==> src/rtl/key_conditioner.sv <==
// rtl/key_conditioner.sv - push-button conditioner: sync, debounce, press pulses, auto-repeat
// Mode key (top bit) pulses pre-empt all lower-key pulses in the same cycle.
module key_conditioner #(
  parameter int                N_KEYS          = 5,
  parameter bit                ACTIVE_LOW_IN   = 1'b1,
  parameter int                DEBOUNCE_CYCLES = 500000,
  parameter logic [N_KEYS-1:0] REPEAT_MASK     = 5'b01001,
  parameter int                REPEAT_DELAY    = 25000000,
  parameter int                REPEAT_PERIOD   = 5000000
) (
  input  logic              clk,
  input  logic              rst,
  input  logic [N_KEYS-1:0] key_in,
  output logic [N_KEYS-1:0] sw_pulse,
  output logic [N_KEYS-1:0] sw_level
);

  localparam int CW   = $clog2(DEBOUNCE_CYCLES);
  localparam int HMAX = (REPEAT_DELAY > REPEAT_PERIOD) ? REPEAT_DELAY : REPEAT_PERIOD;
  localparam int HW   = $clog2(HMAX);

  logic [N_KEYS-1:0] pressed;
  logic [N_KEYS-1:0] s1;
  logic [N_KEYS-1:0] s2;
  logic [CW-1:0]     cnt [N_KEYS];
  logic [HW-1:0]     hc  [N_KEYS];
  logic [N_KEYS-1:0] rep;

  logic [N_KEYS-1:0] press_evt;
  logic [N_KEYS-1:0] rep_evt;
  logic [N_KEYS-1:0] raw_pulse;
  logic [N_KEYS-1:0] pulse_nxt;
  logic              mode_fire;

  assign pressed = ACTIVE_LOW_IN ? ~key_in : key_in;

  always_comb begin
    press_evt = '0;
    rep_evt   = '0;
    for (int i = 0; i < N_KEYS; i++) begin
      press_evt[i] = s2[i] & ~sw_level[i] & (cnt[i] == CW'(DEBOUNCE_CYCLES - 1));
      rep_evt[i]   = REPEAT_MASK[i] & sw_level[i] &
                     (rep[i] ? (hc[i] == HW'(REPEAT_PERIOD - 1))
                             : (hc[i] == HW'(REPEAT_DELAY - 1)));
    end
    raw_pulse = press_evt | rep_evt;
    mode_fire = raw_pulse[N_KEYS-1];
    // A mode pulse drops every coincident lower-key pulse outright.
    pulse_nxt = mode_fire ? {1'b1, {(N_KEYS-1){1'b0}}} : raw_pulse;
  end

  always_ff @(posedge clk or posedge rst) begin
    if (rst) begin
      s1       <= '0;
      s2       <= '0;
      sw_level <= '0;
      sw_pulse <= '0;
      rep      <= '0;
      for (int i = 0; i < N_KEYS; i++) begin
        cnt[i] <= '0;
        hc[i]  <= '0;
      end
    end else begin
      s1       <= pressed;
      s2       <= s1;
      sw_pulse <= pulse_nxt;
      for (int i = 0; i < N_KEYS; i++) begin
        if (s2[i] == sw_level[i]) begin
          cnt[i] <= '0;
        end else if (cnt[i] == CW'(DEBOUNCE_CYCLES - 1)) begin
          sw_level[i] <= s2[i];
          cnt[i]      <= '0;
        end else begin
          cnt[i] <= cnt[i] + CW'(1);
        end

        // Hold timer restarts on release, on the press itself, and when the mode key fires.
        if (!REPEAT_MASK[i] || !sw_level[i] || (mode_fire && (i < N_KEYS - 1))) begin
          hc[i]  <= '0;
          rep[i] <= 1'b0;
        end else if (rep_evt[i]) begin
          hc[i]  <= '0;
          rep[i] <= 1'b1;
        end else begin
          hc[i] <= hc[i] + HW'(1);
        end
      end
    end
  end

endmodule

==> config.mk <==
export PLATFORM = sky130hd
export DESIGN_NAME = key_conditioner
export DESIGN_NICKNAME = d
export VERILOG_FILES = /design/src/rtl/key_conditioner.sv
export SDC_FILE = /design/constraint.sdc
export NUM_CORES = 1
export LEC_CHECK = 0
export ABC_CLOCK_PERIOD_IN_PS = 15350
export BUFFER_PORTS_ARGS = -buffer_cell sky130_fd_sc_hd__buf_4
export CAP_MARGIN = 20
export CORE_ASPECT_RATIO = 0.7
export CORE_MARGIN = 3
export CORE_UTILIZATION = 54
export DETAILED_ROUTE_END_ITERATION = 7
export GPL_TIMING_DRIVEN = 0
export PLACE_DENSITY = 0.7
export SLEW_MARGIN = 20
export SYNTH_ARGS = -nofsm -noshare
export SYNTH_HDL_FRONTEND = slang
export SYNTH_SLANG_ARGS = --single-unit
==> constraint.sdc <==
create_clock -name clk -period 15.35 [get_ports clk]
set_clock_uncertainty 0.05 [all_clocks]
set_input_delay 3.07 -clock clk [delete_from_list [all_inputs] [get_ports clk]]
set_output_delay 3.07 -clock clk [all_outputs]
set_load 0.05 [all_outputs]
==> results of run 1 <==
registers in the layout, summed over array words and instances (netlist names):
signal and flops:
cnt 95, hc 50, rep 2, s1 5
s2 5, sw_level 5, sw_pulse 5
synth_stat cells, types with 2 or more instances:
cell type  count  share of area [%]
o21ai_2        2               0.21
nand4_1       41                3.1
nor4b_1        8               0.84
and4_1        12                1.3
or2_2          5               0.37
xnor2_1       51                5.3
xor2_1        35                3.7
a211oi_1      22                2.0
mux2_2         5               0.67
nor3_1        45                2.7
o41ai_1        4               0.42
nand2_1       52                2.3
o21ai_0       26                1.6
and3b_1        2               0.21
ha_1          12                1.8
or4bb_1        2               0.27
buf_6          4               0.54
o21bai_1       3               0.27
o21ba_2        2               0.24
nor3b_1        3               0.27
nand3_1       50                3.0
o31ai_1       15                1.3
nand4b_1       2               0.21
or3_1         33                2.5
clkbuf_1      20               0.90
buf_2          3               0.18
inv_1         33                1.5
nor4_1        22                1.6
or4_1         21                1.9
or4_4          2               0.27
and3_1        11               0.82
or4b_2         5               0.60
dfrtp_1      167                 50
o21a_1         2               0.18
nor2_1        84                3.8
a21oi_1       25                1.5
power groups by stage:
stage / registers, W / clock network (W) / logic (W)
after global routing: 0.000449 / 0.000451 / 0.0000281
final: 0.000449 / 0.000427 / 0.0000238
after detailed placement: 0.000457 / 0 / 0.0000247
after global placement: 0.000457 / 0 / 0.0000227
after floorplan: 0.000456 / 0 / 0.0000169
after CTS: 0.000449 / 0.000436 / 0.0000247
per-layer routing:
metal	GRT usage, %	share of wire [%]
met1	30.9	49
met2	33.7	44
met3	4.45	5.1
met4	7.62	1.5
met5	0	0
path summary, 6_finish.rpt:
check | start | end | slack [ns] | cells past startpoint
setup / recovery | sw_level[3]$_DFFE_PP0P_ | sw_level[3] | 11.01 | 1
hold / removal | s1[1]$_DFF_PP0_ | s2[1]$_DFF_PP0_ | 0.31 | 0
setup reg to reg | hc[106]$_DFF_PP0_ | hc[119]$_DFF_PP0_ | 12.76 | 5
hold reg to reg | s1[1]$_DFF_PP0_ | s2[1]$_DFF_PP0_ | 0.31 | 0
max in group asynchronous | rst | hc[25]$_DFF_PP0_ | 11.75 | 3
min in group asynchronous | rst | s1[2]$_DFF_PP0_ | 2.65 | 2
area by class of cell:
type / instances / area share [%]
buffer: 29 / 1.58
clock buffer: 19 / 4.74
clock inverter: 13 / 1.58
inverter: 33 / 1.41
multi-input combinational: 614 / 41.8
sequential: 167 / 44.7
tap: 195 / 2.61
timing repair buffer: 17 / 1.58
cell usage in the layout (no fill, tap or decap), types with 3 or more instances in the layout:
cell          n
mux2_2        5
o21bai_1      3
buf_6         4
a21oi_1      25
clkbuf_16    17
nor4_1       22
nor3b_1       3
clkinvlp_4    3
o31ai_1      15
nor4b_1       8
inv_1        32
and3_1       11
nand3_1      50
or3_1        33
buf_4        17
or4b_2        5
and4_1       12
xor2_1       35
nor2_1       84
nand4_1      41
or4_1        21
ha_1         12
buf_2         3
a211oi_1     22
clkinv_4      3
dfrtp_1     167
nand2_1      52
o41ai_1       4
clkbuf_1     21
o21ai_0      26
nor3_1       45
xnor2_1      51
or2_2         5
kinds of logic after synthesis:
| family | after synthesis | synth area share [%] |
|---|---|---|
| compound gates | 105 | 8.62 |
| xor+xnor | 86 | 9.01 |
| fa+ha+maj | 12 | 1.80 |
| buf+inv | 62 | 3.25 |
| flops | 167 | 50.0 |
| mux | 5 | 0.674 |
| simple gates | 406 | 26.6 |
metrics by stage:
step                      cells  cell area, um^2
after global routing       1087             9350
after CTS                  1087             9350
after detailed placement   1055             8760
after floorplan             843             8360
final                      1087             9350
after global placement     1054             8720
==> results.md, run 1 <==
- DR WL/cell: 16.0 um
- H-tree depth: 4
- Initial DRC Count: 620
- Diodes inserted: 0
- Syn avg cell area: 9.91 um^2
- DR vias/cell: 6.06
- Top_reg_cell synth: dfrtp_1
- Final setup margin: 11.01 ns
- I/O pin count: 17
- Post-CTS Repair Setup Buffers: 0
- RSZ-0062 raised after global routing: false
- Reg power frac: 49.9%
- Starting Density: 56.1%
- Mapped Area: 8360 um^2
- CP peak stage delay: 0.54 ns
- Crit. End Element: output port
- Worst min path class: register to register
- Syn nets: 862
- DR pass1 iterations: 5
- Number of port buffers: 16
- Syn Inst Count: 843
- Vias: 6583
- Number of flops mapped to enable cells by yosys: 0
- Internal power: 0.000698 W
- Area of the multi-input gates: 3910 um^2
- Die X: 155 um
- Post-Place Worst Slack: 11.28 ns
- Flops & latches, synth: 167
- Min Clock Period, post-route: 4.34 ns
- CTS tree: yes
- Clock Root Buffer: clkbuf_16
- Core Box Area: 14900 um^2
- Cell Chain, Critical Path: buf_4
- Final net count: 898
- All-Layer GR Usage: 21.8%
- Netlist cell types: 48
- Max Freq: 0.230 GHz
- GRT overflow: 0
- Worst skew pair latency: 0.42 ns
- CTS sink count: 167
- Status: finished, final reports clean
- CTS resizes: 0
- WP data arrival: 1.22 ns
- Gate power share: 2.7%
- Row count: 37
- Storage element area: 4180 um^2
- Die ar.: 17000 um^2
- Clock Power Share: 47.4%
- YS warnings: 0
- Hold slack: 0.305 ns
- Hpwl dp: 12.1 mm
- Worst path slowest cell: dfrtp_1
- DRT antenna net count: 0
- Peak VDD IR: 0.0644 mV
- Drt drc: 0
- Critical Path Fanout Max: 5
- Area delta synth->final: 11.8%
- Hold buffer count at CTS: 0
- Die span in y: 110 um
- Final Hold Viols: 0
- Worst-Margin Slew: 0.776 ns
- Leak: 3.57 nW
- Seq/Total Area, Yosys: 50.0%
- Final Setup Violations: 0
- Layout Utilization: 62.7%
- Share of layout cells above drive strength 1: 9.42%
- Setup TNS: 0 ns
- CTS clk-pin slew, worst paths: 0.06 ns
- Detailed Route WL: 17.4 mm
- Rel. slew slack: 47.8%
- Power per Cell Area: 96.2 nW/um^2
- MaxCap Viol Count: 0
- CP Class: register to output port
- P_sw: 0.000202 W
- Design Power: 0.000899 W
- Vias in the first global route: 6433
- CP startpoint kind: register
- TritonCTS Buffers: 17
- Final Slew Violations: 0
- Initial antenna violation count: 0
- Critical Path RT: 12.23 ns
- Switching portion of total power: 22.4%
- First-pass GRT wire length: 30.5 mm
- CTS Buffer Depth: 2
- Fraction of registers with async set/reset: 100%
- # fillers: 1232
- RD Place Congestion: 0.895
- CP delay by family, top: flip-flops
- Worst path bufs/invs: 1
- Largest net degree at the start of global routing: 95
- Fin crit share: 28.3%
(Power assumes the default switching activity.)
==> run 2, diff against run 1 <==
--- a/config.mk
+++ b/config.mk
@@ -5,7 +5,7 @@
 export SDC_FILE = /design/constraint.sdc
 export NUM_CORES = 1
 export LEC_CHECK = 0
-export ABC_CLOCK_PERIOD_IN_PS = 15350
+export ABC_CLOCK_PERIOD_IN_PS = 4500
 export BUFFER_PORTS_ARGS = -buffer_cell sky130_fd_sc_hd__buf_4
 export CAP_MARGIN = 20
 export CORE_ASPECT_RATIO = 0.7
==> constraint.sdc (replaced) <==
create_clock -name clk -period 4.5 [get_ports clk]
set_clock_uncertainty 0.05 [all_clocks]
set_input_delay 0.9 -clock clk [delete_from_list [all_inputs] [get_ports clk]]
set_output_delay 0.9 -clock clk [all_outputs]
set_load 0.05 [all_outputs]
==> run 2 against run 1 <==
Effect of this change:
- flip-flop and latch count unchanged
- total power rose to 3.4 times the previous value
- design area grew 0.59%
- highest routed layer unchanged
==> results.md, run 2 (same netlist as run 1, synthesis figures left out) <==
- Status: finished, final reports clean
- CP peak stage delay: 0.53 ns (about the same)
- Area delta synth->final: 12.5%
- CTS sink count: 167 (unchanged)
- WP data arrival: 2.84 ns (+1.62 ns)
- Hold buffer count at CTS: 0 (unchanged)
- Drt drc: 0 (unchanged)
- Vias in the first global route: 6387 (-0.72%)
- Critical Path RT: 4.73 ns (-7.50 ns)
- CP Class: register to register
- Peak VDD IR: 0.196 mV (+200%)
- Worst-Margin Slew: 0.734 ns (-0.0418 ns)
- Largest net degree at the start of global routing: 36 (-62%)
- DR WL/cell: 15.8 um (-1.1%)
- Commonest cells after routing, fill and taps aside: dfrtp_1 (167), nor2_1 (84), nand2_1 (52), xnor2_1 (51), nand3_1 (50)
- Largest register by flop count: cnt
- TritonCTS Buffers: 17 (unchanged)
- Detailed Route WL: 17.3 mm (-0.69%)
- Final Slew Violations: 0 (unchanged)
- DRT antenna net count: 0 (unchanged)
- Power per Cell Area: 322 nW/um^2 (+230%)
- Min Clock Period, post-route: 2.60 ns
- CTS tree: yes
- All-Layer GR Usage: 22.1% (+0.29 points)
- Worst min path class: register to register
- CP startpoint kind: register
- GRT overflow: 0 (unchanged)
- Vias: 6531 (-0.79%)
- Cell Chain, Critical Path: or4_1 -> or3_1 -> clkbuf_1 -> o21ai_2 -> clkbuf_1 -> nor3_1
- CTS Buffer Depth: 2 (unchanged)
- H-tree depth: 4 (unchanged)
- Fin crit share: 57.8%
- First-pass GRT wire length: 30.7 mm (+0.73%)
- Max Freq: 0.384 GHz
- Die span in y: 110 um (unchanged)
- Share of layout cells above drive strength 1: 9.93% (+0.52 points)
- Leak: 3.60 nW (+0.79%)
- Diodes inserted: 0 (unchanged)
- Core Box Area: 14900 um^2 (unchanged)
- Initial antenna violation count: 0 (unchanged)
- Largest regs: cnt (95), hc (50)
- Clock Root Buffer: clkbuf_16
- RD Place Congestion: 0.892 (-0.35%)
- Number of port buffers: 16 (unchanged)
- Starting Density: 56.1% (unchanged)
- DR pass1 iterations: 6 (+1)
- Rel. slew slack: 50.6% (+2.8 points)
- Largest register FFs: 95 (unchanged)
- CP delay by family, top: simple AND/OR/NAND/NOR gates
- CTS resizes: 0 (unchanged)
- Final net count: 902 (+0.45%)
- RSZ-0062 raised after global routing: false
- Initial DRC Count: 432 (-30%)
- MaxCap Viol Count: 0 (unchanged)
- Critical Path Fanout Max: 10 (+5)
- Die ar.: 17000 um^2 (unchanged)
- Critical path launch point: cnt[11]$_DFF_PP0_
- CTS clk-pin slew, worst paths: 0.07 ns (about the same)
- Reg-to-Reg Start: cnt[11]$_DFF_PP0_
- Hpwl dp: 12.2 mm (+0.80%)
- Commonest non-fill, non-tap cell in the layout: dfrtp_1
- Final Hold Viols: 0 (unchanged)
- Worst skew pair latency: 0.43 ns (about the same)
- Worst path slowest cell: or4_1
- Final Setup Violations: 0 (unchanged)
- Worst path bufs/invs: 2 (+1)
- Design Power: 0.00303 W (+240%)
- Post-CTS Repair Setup Buffers: 0 (unchanged)
- DR vias/cell: 5.99 (-1.2%)
- I/O pin count: 17 (unchanged)
- Critical path's most frequent cell: clkbuf_1
- Die X: 155 um (unchanged)
- HP Start: s1[2]$_DFF_PP0_
- Row count: 37 (unchanged)
- Setup TNS: 0 ns (unchanged)
- Crit. End Element: register
run 2: cell types whose count changed in the layout (fill, tap and decap cells not counted), sizes merged:
cell    delta
buf        +4
inv        +2
clkinv     +1
clkbuf     -2
bufinv     -1
run 2: cell type report:
cell class / instances / area, um^2
Inverter: 33 / 128
Clock inverter: 15 / 144
Buffer: 29 / 148
Multi-Input combinational cell: 614 / 3910
Fill cell: 1218 / 5510
Timing Repair Buffer: 21 / 228
Tap cell: 195 / 244
Clock buffer: 17 / 425
Sequential cell: 167 / 4180
run 2: power breakdown:
part / internal (W) / leakage (nW) / switching (W) / total [W]
Sequential: 0.00152 / 2.30 / 0.0000134 / 0.00153
Combinational: 0.0000298 / 1.02 / 0.0000590 / 0.0000888
Clock: 0.000775 / 0.278 / 0.000636 / 0.00141
Total: 0.00232 / 3.60 / 0.000708 / 0.00303
run 2: worst paths after layout:
| kind | to | slack [ns] | cells past startpoint |
|---|---|---|---|
| min in group asynchronous | s2[2]$_DFF_PP0_ | 0.43 | 2 |
| setup reg to reg | hc[32]$_DFF_PP0_ | 1.90 | 6 |
| hold reg to reg | s2[2]$_DFF_PP0_ | 0.30 | 0 |
| max in group asynchronous | hc[111]$_DFF_PP0_ | 3.21 | 4 |
| hold / removal | s2[2]$_DFF_PP0_ | 0.30 | 0 |
| setup / recovery | hc[32]$_DFF_PP0_ | 1.90 | 6 |
run 2: through the flow:
step	setup slack (ns)	util [%]	hold slack, ns	instances	cell area [um^2]
floorplan	1.42	-	0.281	843	8360
global placement	0.484	58.5	0.284	1054	8720
detailed placement	1.93	59.2	0.285	1059	8830
CTS	1.89	63.1	0.301	1091	9400
global route	1.72	63.1	0.309	1091	9400
finish	1.90	63.1	0.300	1091	9400
run 2: routing by layer:
layer  global-route usage [%]  wire length [um]  part of all wire [%]  vias to the layer above
li1                         -                 -                     -                     3163
met5                        0                 0                     0                        -
met4                     6.43               213                   1.2                        0
met3                     4.88               664                   3.8                       23
met1                     32.0              8630                    50                     3213
met2                     33.7              7760                    45                      132
==> run 3, diff against run 2 <==
--- a/config.mk
+++ b/config.mk
@@ -5,7 +5,7 @@
 export SDC_FILE = /design/constraint.sdc
 export NUM_CORES = 1
 export LEC_CHECK = 0
-export ABC_CLOCK_PERIOD_IN_PS = 4500
+export ABC_CLOCK_PERIOD_IN_PS = 2100
 export BUFFER_PORTS_ARGS = -buffer_cell sky130_fd_sc_hd__buf_4
 export CAP_MARGIN = 20
 export CORE_ASPECT_RATIO = 0.7
@@ -13,7 +13,7 @@
 export CORE_UTILIZATION = 54
 export DETAILED_ROUTE_END_ITERATION = 7
 export GPL_TIMING_DRIVEN = 0
-export PLACE_DENSITY = 0.7
+export PLACE_DENSITY = 0.73
 export SLEW_MARGIN = 20
 export SYNTH_ARGS = -nofsm -noshare
 export SYNTH_HDL_FRONTEND = slang
==> constraint.sdc (replaced) <==
create_clock -name clk -period 2.1 [get_ports clk]
set_clock_uncertainty 0.05 [all_clocks]
set_input_delay 0.42 -clock clk [delete_from_list [all_inputs] [get_ports clk]]
set_output_delay 0.42 -clock clk [all_outputs]
set_load 0.05 [all_outputs]
==> run 3 against run 2 <==
Effect of this change:
- the run now ends with negative setup slack left
- routed wire length increased by 13%
- die area unchanged
- setup slack got worse by 2.1 ns
- largest power group unchanged
- largest cell class is now multi-input gates
- register-to-register slack got worse by 2.1 ns
- combinational power rose by 150%
- flip-flop and latch count stayed put
- critical endpoint is now hc[48]$_DFF_PP0_
- count of clock-buffer cells in the layout increased by 3
- total power up 120%
- highest routed layer unchanged
- worst hold slack got worse by 0.29 ns
- first-iteration DRC count grew 18%
==> results.md, run 3 (same netlist as run 1, synthesis figures left out) <==
- DR pass1 iterations: 5 (-1)
- Layout Utilization: 70.0% (+7.0 points)
- Critical Path Fanout Max: 7 (-3)
- Die span in y: 110 um (unchanged)
- Worst min path class: input port to asynchronous set/reset pin
- All-Layer GR Usage: 23.7% (+1.6 points)
- Die ar.: 17000 um^2 (unchanged)
- Hold slack: 0.00761 ns (-0.293 ns)
- CP startpoint kind: register
- Largest register FFs: 95 (unchanged)
- Initial antenna violation count: 0 (unchanged)
- Starting Density: 56.1% (unchanged)
- CTS tree: yes
- Storage element area: 4190 um^2 (+0.15%)
- Rel. slew slack: 50.1% (-0.58 points)
- Drt drc: 0 (unchanged)
- GRT overflow: 0 (unchanged)
- Area of the multi-input gates: 4420 um^2 (+13%)
- Commonest cells after routing, fill and taps aside: dfrtp_1 (162), nor2_1 (71), nand2_1 (52), buf_4 (52), xnor2_1 (51)
- RSZ-0062 raised after global routing: true
- DRT antenna net count: 0 (unchanged)
- WP data arrival: 2.50 ns (-0.34 ns)
- Design Power: 0.00653 W (+120%)
- Initial DRC Count: 509 (+18%)
- CTS clk-pin slew, worst paths: 0.06 ns (about the same)
- Final Slew Violations: 0 (unchanged)
- Failing checks: negative setup slack
- Hold buffer count at CTS: 0 (unchanged)
- Crit. End Element: register
- # fillers: 1014 (-17%)
- Worst skew pair latency: 0.43 ns (about the same)
- Diodes inserted: 0 (unchanged)
- Worst-Margin Slew: 0.742 ns (+0.00860 ns)
- Final setup margin: -0.158 ns (-2.06 ns)
- Vias: 6907 (+5.8%)
- I/O pin count: 17 (unchanged)
- Final Setup Violations: 63 (+63)
- Row count: 37 (unchanged)
- Largest register by flop count: cnt
- H-tree depth: 4 (unchanged)
- TritonCTS Buffers: 17 (unchanged)
- Final net count: 945 (+4.8%)
- CP Class: register to register
- Vias in the first global route: 6691 (+4.8%)
- Clock Root Buffer: clkbuf_16
- Power per Cell Area: 625 nW/um^2 (+94%)
- Hpwl dp: 12.4 mm (+1.5%)
- Area delta synth->final: 24.9%
- Critical Path RT: 2.34 ns (-2.39 ns)
- Min Clock Period, post-route: 2.26 ns (-0.343 ns)
- Post-Place Worst Slack: -0.417 ns (-2.35 ns)
- Commonest non-fill, non-tap cell in the layout: dfrtp_1
- MaxCap Viol Count: 0 (unchanged)
- RD Place Congestion: 0.883 (-1.0%)
- Final Cell Area: 10400 um^2 (+11%)
- Share of layout cells above drive strength 1: 24.9% (+15 points)
- Area after DPL: 8940 um^2 (+1.2%)
- DR vias/cell: 6.09 (+1.7%)
- Detailed Route WL: 19.5 mm (+13%)
- CTS Buffer Depth: 2 (unchanged)
- First-pass GRT wire length: 32.7 mm (+6.6%)
- Final Hold Viols: 0 (unchanged)
- Core Box Area: 14900 um^2 (unchanged)
- Status: finished with violations
- Largest regs: cnt (95), hc (50)
- Fin crit share: 108% (+50 points)
- Max Freq: 0.443 GHz (+15%)
- Die X: 155 um (unchanged)
- CTS sink count: 167 (unchanged)
- Largest net degree at the start of global routing: 36 (unchanged)
- Leak: 3.96 nW (+9.9%)
- DR WL/cell: 17.2 um (+8.5%)
- Peak VDD IR: 0.587 mV (+200%)
- Number of port buffers: 16 (unchanged)
[run 3: cell types whose count changed in the layout (fill, tap and decap cells not counted), sizes merged]
cell	change
buf	+49
clkinv	-1
clkbuf	-3
inv	-3
clkinvlp	+1
[run 3: critical path: stages (launching register included)]
cell,delay [ns]
dfrtp_1,0.40
or4b_4,0.53
or4_4,0.53
a211oi_4,0.20
buf_6,0.20
buf_6,0.15
a211oi_2,0.04
[run 3: worst paths after layout]
path,startpoint,end,slack [ns],cells after the start
setup / recovery,hc[31]$_DFF_PP0_,hc[48]$_DFF_PP0_,-0.16,6
hold / removal,rst,hc[27]$_DFF_PP0_,0.008,2
setup reg to reg,hc[31]$_DFF_PP0_,hc[48]$_DFF_PP0_,-0.16,6
hold reg to reg,s1[0]$_DFF_PP0_,s2[0]$_DFF_PP0_,0.30,0
max in group asynchronous,rst,cnt[68]$_DFF_PP0_,1.00,5
min in group clk,key_in[1],s1[1]$_DFF_PP0_,0.07,2
[run 3: what timing repair did]
item	in CTS	in global routing
gates cloned	4	2
endpoints found under the setup margin	117	110
pin swaps	32	22
setup buffers	31	16
resized for setup	76	59
[run 3: area by class of cell]
cell class / instances / area share (%)
clock buffers: 20 / 4.37
flip-flops and latches: 167 / 40.1
clock inverters: 12 / 1.14
plain buffers: 21 / 1.50
multi-input cells: 614 / 42.4
well taps: 195 / 2.34
repair buffers: 72 / 6.96
inverters: 33 / 1.22
[run 3: per-stage QoR]
step	TNS (ns)	cells
finish	-6.30	1134
global route	-10.33	1134
CTS	-5.76	1123
detailed placement	-30.33	1059
global placement	-267.54	1054
floorplan	-93.80	843
[run 3: layer usage]
layer	GRT usage, %	part of all wire (%)
met4	7.81	1.7
met1	33.6	46
met5	0	0
met2	36.7	47
met3	5.31	6.0
[run 3: power breakdown]
| part | switching (W) | leakage (nW) | total [W] | internal (W) |
|---|---|---|---|---|
| combinational | 0.000138 | 1.39 | 0.000219 | 0.0000812 |
| clock | 0.00132 | 0.274 | 0.00303 | 0.00171 |
| sequential | 0.0000288 | 2.29 | 0.00328 | 0.00325 |
